<file path="config.mk">
export PLATFORM = sky130hd
export DESIGN_NAME = sync_fifo_param
export DESIGN_NICKNAME = d
export VERILOG_FILES = /design/src/rtl/sync_fifo_param.sv
export SDC_FILE = /design/constraint.sdc
export NUM_CORES = 1
export LEC_CHECK = 0
export ABC_AREA = 1
export CAP_MARGIN = 20
export CORE_MARGIN = 2
export CORE_UTILIZATION = 60
export DETAILED_ROUTE_END_ITERATION = 8
export PLACE_DENSITY = 0.77
export SLEW_MARGIN = 10
export SYNTH_ARGS = -nofsm -noshare
export SYNTH_HDL_FRONTEND = slang
export SYNTH_SLANG_ARGS = --single-unit
</file>
<file path="constraint.sdc">
create_clock -name clk -period 5 [get_ports clk]
set_input_delay 0.75 -clock clk [delete_from_list [all_inputs] [get_ports clk]]
set_output_delay 0.75 -clock clk [all_outputs]
set_load 0.005 [all_outputs]
</file>
<file path="src/rtl/sync_fifo_param.sv">
// sync_fifo_param: parametrised single-clock FIFO with registered read data,
// occupancy count, almost-full/almost-empty thresholds and sticky error flags.
module sync_fifo_param #(
   parameter int unsigned DATA_W    = 32,
   parameter int unsigned ADDR_W    = 5,
   parameter int unsigned AFULL_TH  = 28,
   parameter int unsigned AEMPTY_TH = 4
) (
   input  logic              clk,
   input  logic              rst,
   input  logic [DATA_W-1:0] data_in,
   input  logic              wr_en,
   input  logic              rd_en,
   input  logic              clr_err,
   output logic [DATA_W-1:0] data_out,
   output logic              data_valid,
   output logic              full,
   output logic              empty,
   output logic              almost_full,
   output logic              almost_empty,
   output logic [ADDR_W:0]   count,
   output logic              overflow,
   output logic              underflow
);

   localparam int unsigned DEPTH = 1 << ADDR_W;
   localparam int unsigned CNT_W = ADDR_W + 1;

   // Storage has no reset so it can map onto RAM.
   logic [DATA_W-1:0] mem_q [DEPTH];

   logic [ADDR_W-1:0] wr_ptr_q, wr_ptr_d;
   logic [ADDR_W-1:0] rd_ptr_q, rd_ptr_d;
   logic [CNT_W-1:0]  count_q, count_d;
   logic [DATA_W-1:0] data_out_q, data_out_d;
   logic              data_valid_q, data_valid_d;
   logic              overflow_q, overflow_d;
   logic              underflow_q, underflow_d;
   logic              full_c, empty_c;
   logic              rd_acc, wr_acc;

   // Status decode from the registered occupancy.
   always_comb begin
      full_c       = (count_q == CNT_W'(DEPTH));
      empty_c      = (count_q == '0);
      almost_full  = (count_q >= CNT_W'(AFULL_TH));
      almost_empty = (count_q <= CNT_W'(AEMPTY_TH));
   end

   // Acceptance: a write on full is allowed only alongside an accepted read; no bypass on empty.
   always_comb begin
      rd_acc = rd_en && !empty_c;
      wr_acc = wr_en && (!full_c || rd_acc);
   end

   // Next-state for pointers, count, read data and error flags.
   always_comb begin
      wr_ptr_d     = wr_ptr_q;
      rd_ptr_d     = rd_ptr_q;
      count_d      = count_q;
      data_out_d   = data_out_q;
      data_valid_d = 1'b0;
      overflow_d   = overflow_q && !clr_err;
      underflow_d  = underflow_q && !clr_err;

      if (wr_acc) begin
         wr_ptr_d = wr_ptr_q + ADDR_W'(1);
      end
      if (rd_acc) begin
         rd_ptr_d     = rd_ptr_q + ADDR_W'(1);
         data_out_d   = mem_q[rd_ptr_q];
         data_valid_d = 1'b1;
      end

      case ({wr_acc, rd_acc})
         2'b10:   count_d = count_q + CNT_W'(1);
         2'b01:   count_d = count_q - CNT_W'(1);
         default: count_d = count_q;
      endcase

      // A new error event wins over a coincident clear.
      if (wr_en && !wr_acc) begin
         overflow_d = 1'b1;
      end
      if (rd_en && !rd_acc) begin
         underflow_d = 1'b1;
      end
   end

   // Control and read-data registers with synchronous reset.
   always_ff @(posedge clk) begin
      if (rst) begin
         wr_ptr_q     <= '0;
         rd_ptr_q     <= '0;
         count_q      <= '0;
         data_out_q   <= '0;
         data_valid_q <= 1'b0;
         overflow_q   <= 1'b0;
         underflow_q  <= 1'b0;
      end else begin
         wr_ptr_q     <= wr_ptr_d;
         rd_ptr_q     <= rd_ptr_d;
         count_q      <= count_d;
         data_out_q   <= data_out_d;
         data_valid_q <= data_valid_d;
         overflow_q   <= overflow_d;
         underflow_q  <= underflow_d;
      end
   end

   // Storage write port; gated by reset so nothing lands during a reset cycle.
   always_ff @(posedge clk) begin
      if (!rst && wr_acc) begin
         mem_q[wr_ptr_q] <= data_in;
      end
   end

   always_comb begin
      data_out   = data_out_q;
      data_valid = data_valid_q;
      full       = full_c;
      empty      = empty_c;
      count      = count_q;
      overflow   = overflow_q;
      underflow  = underflow_q;
   end

endmodule

</file>
## After elaboration in Yosys (flattened, before gate mapping)

Memory sizes are Yosys's and may differ from the RTL's. A register that Yosys moved wholly into a read port is not among the register bits.
Index checks and enable logic that the tools add are counted.

| operators by class | value |
|---|---|
| $lt $le $gt $ge | 2 |
| reductions and logical operators | 16 |
| add/subtract/negate cells | 4 |
| mux-type cells | 6 |
| equal/unequal tests | 3 |

Operators by type and width:

| operator | count |
|---|---|
| 6-bit case mux with 2 select lines | 1 |
| 5-bit by 1-bit adder with 5-bit output, second input constant | 2 |
| 1-bit logical AND | 7 |
| 6-bit by 1-bit adder with 6-bit output, second input constant | 1 |
| 6-bit equality test, second input constant | 1 |
| 6-bit by 5-bit >= comparator with 1-bit output, second input constant | 1 |
| 6-bit by 3-bit <= comparator with 1-bit output, second input constant | 1 |
| 1-bit zero test | 6 |
| 6-bit zero test | 1 |
| 6-bit by 1-bit subtractor with 6-bit output, second input constant | 1 |
| 1-bit 2-to-1 mux | 5 |
| 2-bit by 1-bit equality test with 1-bit output, second input constant | 1 |
| 2-bit equality test, second input constant | 1 |
| 2-bit nonzero test | 1 |
| 1-bit logical OR | 1 |

| storage, ports and cells | value |
|---|---|
| input bits | 37 |
| register bits after elaboration | 19 |
| logic and storage cells | 38 |
| RAM bits | 1024 |
| memories kept | 1 |
| output and inout bits | 45 |

Memory list:

| memory | depth | bits a word | read ports | clocked after memory_dff | write ports | RTL line | text |
|---|---|---|---|---|---|---|---|
| mem_q | 32 | 32 | 1 | 1 | 1 | 30 | `logic [DATA_W-1:0] mem_q [DEPTH];` |

## Depth between registers and ports, before layout

Gate-level depths: netlist of the first run.

| logic depth | value |
|---|---|
| word-level depth | 8 |
| gate-level depth with buffers | 14 |
| mapped depth without buffers | 14 |

## Worst setup path before layout of the first run

OpenSTA, ideal clock, no wires.

| timing | value |
|---|---|
| kind | input -> register |
| from | in rd_en |
| to | mem mem_q[0][0] (enable) |
| path slack | 1.733 ns |
| arrival time | 2.846 ns |
| required time | 4.579 ns |
| stages on the path | 6 |
| setup time | 0.421 ns |
| path buffers | 0 |
| path through | nor2_1 -> nor2_2 -> inv_1 -> nor2_1 -> nand2_2 -> nor2_1 |

| on the way | value |
|---|---|
| word-level cells in the longest chain between the ends | 6 |

Ends and longest elaborated chain:

| element | RTL line | text |
|---|---|---|
| from (decl) | 13 | `input logic rd_en,` |
| 1-bit logical AND | 52 | `rd_acc = rd_en && !empty_c;` |
| 1-bit logical OR | 53 | `wr_acc = wr_en && (!full_c \|\| rd_acc);` |
| 1-bit logical AND | 53 |  |
| 1-bit logical AND | 113 | `if (!rst && wr_acc) begin` |
| 1-bit 2-to-1 mux | 113 |  |
| 1-bit 2-to-1 mux (implied by the code) | 114 | `mem_q[wr_ptr_q] <= data_in;` |
| to (decl) | 30 |  |

No other way between the ends.

## Worst setup path after layout of the first run

| timing | value |
|---|---|
| from | reg count_q[3] (netlist: count[3]) |
| to | mem mem_q[22][18] (enable) |

| on the way | value |
|---|---|
| word-level cells in the longest chain between the ends | 8 |
| elaborated cells on any way between the ends | 10 |
| classes of those cells | 1 x eq/ne; 2 x mux; 7 x reduce/logical |

Ends and longest elaborated chain:

| element | RTL line | text |
|---|---|---|
| from (decl) | 34 | `logic [CNT_W-1:0] count_q, count_d;` |
| from (signal assigned) | 103 | `count_q <= count_d;` |
| 6-bit zero test | 45 | `empty_c = (count_q == '0);` |
| 1-bit zero test | 52 |  |
| 1-bit logical AND | 52 |  |
| 1-bit logical OR * | 53 |  |
| 1-bit logical AND * | 53 |  |
| 1-bit logical AND * | 113 |  |
| 1-bit 2-to-1 mux * | 113 |  |
| 1-bit 2-to-1 mux (implied by the code) * | 114 |  |

Every way passes the cells marked *; elsewhere a longest branch is shown, timed or not.

==> results of run 1 <==
-- cells in the mapped netlist, drive strengths merged --
master and n:
ha 9, inv 442, nor3 2, a21oi 116, xor2 1, clkinv 1
o31ai 1, nor2 242, fa 1, dfxtp 51, nand3 620, edfxtp 1024
nand2 1402, clkbuf 74, xnor2 2, o21ai 48, buf 149, nand4 1
-- power groups by stage --
stage | clock network [W] | registers [W] | logic (W)
floorplan | 0 | 0.0102 | 0.00237
global placement | 0 | 0.0103 | 0.00353
detailed placement | 0 | 0.0103 | 0.00359
CTS | 0.00799 | 0.0101 | 0.00363
global route | 0.00832 | 0.0101 | 0.00402
finish | 0.00798 | 0.0101 | 0.00370
-- flip-flops by register name (all words and copies together) (netlist names) --
register and count:
count 6, mem_q 1024, wr_ptr_q 5, rd_ptr_q 5
data_valid 1, data_out 32, underflow 1, overflow 1
-- metrics by stage --
| stage | instance area (sq um) | power, W | setup WS [ns] | util | hold slack (ns) |
|---|---|---|---|---|---|
| after global routing | 50000 | 0.0225 | 1.49 | 0.673 | 0.493 |
| final | 50000 | 0.0218 | 1.63 | 0.673 | 0.467 |
| after detailed placement | 46500 | 0.0139 | 1.18 | 0.627 | 0.458 |
| after CTS | 50000 | 0.0217 | 1.74 | 0.673 | 0.467 |
| after floorplan | 44800 | 0.0126 | 1.73 | - | 0.460 |
| after global placement | 46500 | 0.0138 | 1.23 | 0.627 | 0.456 |
-- final cells by class --
cell class                 instances  area [sq um]
timing repair buffer             144          1290
clock inverter                    48           551
tap                              969          1210
inverter                         443          1690
multi-input combinational       2445         10500
fill                            5145         24200
clock buffer                     142          2890
antenna                            1          2.50
sequential                      1075         31800
-- cell families (layout without fill, tap and decap cells) --
group	Yosys count	in the layout	synth area share
other	0	1	0
adder cells (fa/ha/maj)	10	10	0.00296
buffers and inverters	666	777	0.0616
AO/OA/AOI/OAI	165	165	0.0185
XOR/XNOR	3	3	0.000586
flip-flops	1075	1075	0.709
AND/OR/NAND/NOR	2267	2267	0.208
-- critical path: cells and delay by family, from the launching register on --
kind,cells,cell delay [ns]
and+or+nand+nor,7,2.05
buffers and inverters,2,0.51
DFF,1,0.44
-- worst max path at each step --
stage / end
2_1_floorplan: mem_q[0][0]$_DFFE_PP_
3_3_place_gp: mem_q[22][13]$_DFFE_PP_
3_5_place_dp: mem_q[4][5]$_DFFE_PP_
4_1_cts: mem_q[27][3]$_DFFE_PP_
5_1_grt: mem_q[22][17]$_DFFE_PP_
6_report: mem_q[22][18]$_DFFE_PP_
-- routing by layer --
layer  wire, um  vias to the layer above  global-route usage  part of all wire
li1           -                    13900                   -                 -
met1      45300                    14400               0.435              0.38
met2      54100                     1877               0.477              0.46
met3      13800                      293              0.0543              0.12
met4       5560                        0               0.139             0.047
met5          0                        -                   0                 0
==> metrics, run 1 <==
total global-route track usage 0.309; number of cells after detailed placement 5076; # nets final 4260; Worst Path Arrival 3.70 ns; routed vias/inst 5.80; grt total ovfl 0; number of max-slew violations in the final report 0; mean instance size in the synthesized netlist ~11 sq um; portion of total power attributed to the clock network 0.366; Worst setup startpoint count[3]$_SDFFE_PP0P_; CTS tree yes; cells along the critical path nor2_1 > nand4_1 > nor2_1 > nor2_2 > inv_1 > nor2_1 > nand2_2 > nor2_4 > buf_4; start of the worst register-to-register path count[3]$_SDFFE_PP0P_; slew of the pin with the lowest slew margin roughly 1.1 ns; Finish-stage setup viols 0; synthesized netlist net count around 4200; register bit total from synthesis 1075; DR pass1 iterations 6; summed negative setup slack over all endpoints 0 ns; Peak VDD IR 0.408 mV; Cells on Worst Hold Path 2; clock input transition at the sequential cells of the worst setup and hold paths approximately 0.060 ns; number of buffers created by CTS 104; Layout Area Growth over Synthesis 11.5%; area share of the largest cell type after synthesis 0.686; area of the die 0.0769 sq mm; most common library cell in the layout ignoring fill and taps sky130_fd_sc_hd__nand2_1; proportion of power drawn by flip-flops and latches 0.464; Worst Hold End data_out[23]$_SDFFE_PP0P_; buffer levels on the longest clock path 3; number of buffers inserted by hold repair at cts 0; cell area power density 436 mW/mm^2; Final Hold Viols 0; quantity of I/O buffers inserted on ports 81; cells after synthesis 4186; number of placed I/O pins between 80 and 90; Finished Layout Cells ~5300; root buffer selected by CTS sky130_fd_sc_hd__clkbuf_16; portion of the clock cycle consumed by the worst path in the final layout 0.673; time the final worst path needs with I/O delays and setup 3.37 ns; gp weighted congestion 0.888; postcts setup bufs 0; Startpoint Class flip-flop; cell-internal power 0.0157 W; vias in the first global route a little under 30000; deepest level of the CTS H-tree 3; largest net degree at the start of global routing 211; TritonCTS Sinks ~1100; count of vias placed by the detailed router ~30000; maximum clock rate 297 MHz; proportion of total power due to net switching 0.282; number of maximum-capacitance violations 0; critical path class reg -> reg; DRC violation count after routing 0; global-route wire length before repair 177000 um; placeable core area 0.0742 sq mm; Die X 277 um; number of distinct standard cells referenced by the synthesized netlist 25; final wirelength about 120000 um; part of the power in combinational logic 0.170; dominant cell type by count on the critical path sky130_fd_sc_hd__nor2_1; number of cells upsized or downsized after cts 0; initial antenna violation count 2; vertical extent of the die between 200 and 300 um; starting density of the core 0.604; highest net fanout along the worst path 17; Detailed Place HPWL 67300 um; clk_skew about 0.034 ns; Seq/Total Area, Yosys 0.709; top library cells by usage in the layout, fill and taps aside sky130_fd_sc_hd__nand2_1, sky130_fd_sc_hd__edfxtp_1, sky130_fd_sc_hd__nand3_1, sky130_fd_sc_hd__inv_1, sky130_fd_sc_hd__nor2_1; setup repair after global routing missed its margin false; result of the run finished, final reports clean; sw power 0.00613 W; Req. time, crit path 5.33 ns; path category of the worst min-delay check reg -> reg; remaining max-slew budget at the tightest pin 0.236; count of synthesis-stage warnings from yosys 0; count of antenna-violating nets left after detailed routing 0; Critical Path Sink Type flip-flop; slack of the worst reg-to-reg path 1.63 ns; number of DRC markers in iteration 0 4375; Pleak just under 20 nW; std cell rows 100; clock latency on the worst-skew pair 0.68 ns; Reg2Reg Depth 9; share of layout cells above drive strength 1 0.0666; terminus of the critical flop-to-flop path mem_q[22][18]$_DFFE_PP_; cell taking the most area after synthesis sky130_fd_sc_hd__edfxtp_1; post-DR wirelength/cell 22.5 um; start point of the worst hold path data_out[23]$_SDFFE_PP0P_; Syn Std Cell Area 0.0448 sq mm; synth top area cells sky130_fd_sc_hd__edfxtp_1, sky130_fd_sc_hd__nand2_1, sky130_fd_sc_hd__nand3_1; Crit-path slowest cell sky130_fd_sc_hd__nor2_4; CP peak stage delay approximately 0.7 ns
Power figures use the tool's default switching activity.
==> inputs of run 2 (changes only) <==
==> constraint.sdc (replaced) <==
create_clock -name clk -period 3.5 [get_ports clk]
set_input_delay 0.525 -clock clk [delete_from_list [all_inputs] [get_ports clk]]
set_output_delay 0.525 -clock clk [all_outputs]
set_load 0.005 [all_outputs]
==> run 2 against run 1 <==
Register-to-register slack got worse by 0.97 ns; wire length fell by 2.2%; global-route usage fell by 0.75 points; final area rose by 1.6%; critical endpoint is now mem_q[27][5]$_DFFE_PP_; fmax rose by 19%; critical path depth did not move; largest cell class unchanged; clock-buffer cell count fell by 12; clock power rose by 40%; total power rose by 42%; via count rose by 1.3%; cell count rose by 1.2%; combinational power rose by 47%.
==> metrics, run 2 (synthesis results as in run 1) <==
postcts setup bufs 0 (unchanged); count of antenna-violating nets left after detailed routing 0 (unchanged); sw power 0.00873 W (was 0.00613 W); part of the power in combinational logic 0.175 (was 0.170); global-route wire length before repair 175000 um (was 177000 um); starting density of the core 0.604 (unchanged); Reg2Reg Depth 9 (unchanged); depth of the critical timing path with buffers and inverters included 9 (unchanged); critical path class reg -> reg (unchanged); time the final worst path needs with I/O delays and setup 2.84 ns (was 3.37 ns); Final Hold Viols 0 (unchanged); Largest register FFs 1024 (unchanged); area of the die 0.0769 sq mm (unchanged); proportion of power drawn by flip-flops and latches 0.465 (was 0.464); placeable core area 0.0742 sq mm (unchanged); Worst Path Arrival 3.15 ns (was 3.70 ns); vias in the first global route 29900 (was 29300); Finished Layout Cells 5328 (was 5267); worst slack on hold paths 0.464 ns (was 0.467 ns); number of DRC markers in iteration 0 4081 (was 4375); clock input transition at the sequential cells of the worst setup and hold paths 0.06 ns (about the same); number of cells after detailed placement 5136 (was 5076); most common library cell in the layout ignoring fill and taps sky130_fd_sc_hd__nand2_1 (unchanged); Req. time, crit path 3.81 ns (was 5.33 ns); terminus of the critical flop-to-flop path mem_q[27][5]$_DFFE_PP_ (was mem_q[22][18]$_DFFE_PP_); start of the worst register-to-register path count[0]$_SDFFE_PP0P_ (was count[3]$_SDFFE_PP0P_); proportion of total power due to net switching 0.281 (was 0.282); quantity of I/O buffers inserted on ports 81 (unchanged); std cell rows 100 (unchanged); slack of the worst reg-to-reg path 0.66 ns (was 1.63 ns); dominant delay contributor by cell family on the critical path simple AND/OR/NAND/NOR gates (unchanged); number of max-slew violations in the final report 0 (unchanged); total global-route track usage 0.302 (was 0.309); number of cells upsized or downsized after cts 0 (unchanged); Detailed Place HPWL 66500 um (was 67300 um); largest net degree at the start of global routing 191 (was 211); vertical extent of the die 277 um (unchanged); gp weighted congestion 0.868 (was 0.888); highest net fanout along the worst path 18 (was 17); Critical Path Sink Type flip-flop (unchanged); DRC violation count after routing 0 (unchanged); final cell area excluding filler cells 0.0507 sq mm (was 0.0500 sq mm); Finish-stage setup viols 0 (unchanged); Crit-path slowest cell sky130_fd_sc_hd__dfxtp_1 (was sky130_fd_sc_hd__nor2_4); start point of the worst hold path data_out[12]$_SDFFE_PP0P_ (was data_out[23]$_SDFFE_PP0P_); grt total ovfl 0 (unchanged); Worst Hold End data_out[12]$_SDFFE_PP0P_ (was data_out[23]$_SDFFE_PP0P_); number of buffers inserted by hold repair at cts 0 (unchanged); top library cells by usage in the layout, fill and taps aside sky130_fd_sc_hd__nand2_1, sky130_fd_sc_hd__edfxtp_1, sky130_fd_sc_hd__nand3_1, sky130_fd_sc_hd__inv_1, sky130_fd_sc_hd__nor2_1 (unchanged); final wirelength 116000 um (was 119000 um); cells along the critical path nor2_1 > nand4_1 > nor2_1 > nor2_2 > inv_1 > nor2_1 > nand2_2 > nor2_4 > buf_4 (unchanged); slew of the pin with the lowest slew margin 1.05 ns (was 1.14 ns); Die X 277 um (unchanged); portion of the clock cycle consumed by the worst path in the final layout 0.811 (was 0.673); utilization of the core after routing 0.684 (was 0.673); clock latency on the worst-skew pair 0.67 ns (was 0.68 ns); Startpoint Class flip-flop (unchanged); number of buffers created by CTS 104 (unchanged); register name with the most flops mem_q (unchanged); Pleak 19.9 nW (was 19.5 nW); maximum clock rate 352 MHz (was 297 MHz); clk_skew 0.0308 ns (was 0.0336 ns); initial antenna violation count 2 (unchanged); setup repair after global routing missed its margin false (unchanged); number of maximum-capacitance violations 0 (unchanged); sum of buffers and inverters on the critical path 2 (unchanged); CP peak stage delay 0.44 ns (was 0.69 ns); cell-internal power 0.0223 W (was 0.0157 W); DR pass1 iterations 6 (unchanged); buffer levels on the longest clock path 3 (unchanged); remaining max-slew budget at the tightest pin 0.303 (was 0.236); # nets final 4320 (was 4260); portion of total power attributed to the clock network 0.360 (was 0.366); share of layout cells above drive strength 1 0.0746 (was 0.0666); TritonCTS Sinks 1075 (unchanged); summed negative setup slack over all endpoints 0 ns (unchanged); root buffer selected by CTS sky130_fd_sc_hd__clkbuf_16 (unchanged); cell area power density 612 mW/mm^2 (was 436 mW/mm^2); Layout Area Growth over Synthesis 13.2% (was 11.5%); number of diodes added for antenna fixing 0 (was 1); routed vias/inst 5.81 (was 5.80); Peak VDD IR 0.430 mV (was 0.408 mV); path category of the worst min-delay check reg -> reg (unchanged); DP Area 0.0474 sq mm (was 0.0465 sq mm); dominant cell type by count on the critical path sky130_fd_sc_hd__nor2_1 (unchanged); post-DR wirelength/cell 21.8 um (was 22.5 um); deepest level of the CTS H-tree 3 (unchanged); count of vias placed by the detailed router 30900 (was 30500); Cells on Worst Hold Path 2 (unchanged); CTS tree yes (unchanged); result of the run finished, final reports clean (unchanged); number of placed I/O pins 82 (unchanged)
==> run 2: cell count changes in the layout (fill, tap and decap cells not counted), sizes merged <==
cell / previous run / this run
clkinvlp: 2 / 3
inv: 443 / 444
clkinv: 34 / 46
clkdlybuf4s50: 58 / 77
diode: 1 / 0
clkbuf: 142 / 130
buf: 86 / 127
==> run 2: how the worst max path moves through the flow <==
stage,start,end
2_1_floorplan,count[2]$_SDFFE_PP0P_,mem_q[0][0]$_DFFE_PP_
3_3_place_gp,wr_en,mem_q[31][1]$_DFFE_PP_
3_5_place_dp,rd_en,mem_q[27][3]$_DFFE_PP_
4_1_cts,count[0]$_SDFFE_PP0P_,mem_q[27][5]$_DFFE_PP_
5_1_grt,count[0]$_SDFFE_PP0P_,mem_q[10][10]$_DFFE_PP_
6_report,count[0]$_SDFFE_PP0P_,mem_q[27][5]$_DFFE_PP_
==> run 2: power groups by stage <==
stage | Clock (W) | Sequential [W] | Combinational (W)
finish | 0.0112 | 0.0144 | 0.00544
global route | 0.0117 | 0.0144 | 0.00593
CTS | 0.0112 | 0.0144 | 0.00538
detailed placement | 0 | 0.0147 | 0.00532
global placement | 0 | 0.0147 | 0.00519
floorplan | 0 | 0.0146 | 0.00339
==> run 2: area by class of cell <==
| cell class | count | area (sq um) |
|---|---|---|
| Timing Repair Buffer | 204 | 2140 |
| Inverter | 443 | 1690 |
| Fill cell | 5122 | 23500 |
| Sequential cell | 1075 | 31800 |
| Clock inverter | 62 | 639 |
| Clock buffer | 130 | 2740 |
| Multi-Input combinational cell | 2445 | 10500 |
| Tap cell | 969 | 1210 |
==> run 2: tightest hold or removal path: stages (launching register included) <==
cell and delay (ns):
sky130_fd_sc_hd__dfxtp_1 0.31, sky130_fd_sc_hd__nand2_1 0.06, sky130_fd_sc_hd__a21oi_1 0.05
==> run 2: per-layer routing <==
metal	share of wire	global-route usage	up-vias
li1	-	-	14000
met1	0.38	0.417	14700
met2	0.47	0.483	1894
met3	0.11	0.0496	278
met4	0.037	0.120	4
met5	0.00020	0	-
==> run 2: through the flow <==
stage / setup WS (ns) / total power, W
6_report: 0.660 / 0.0310
5_1_grt: 0.473 / 0.0321
4_1_cts: 0.724 / 0.0310
3_5_place_dp: 0.357 / 0.0200
3_3_place_gp: 0.389 / 0.0199
2_1_floorplan: 0.374 / 0.0180
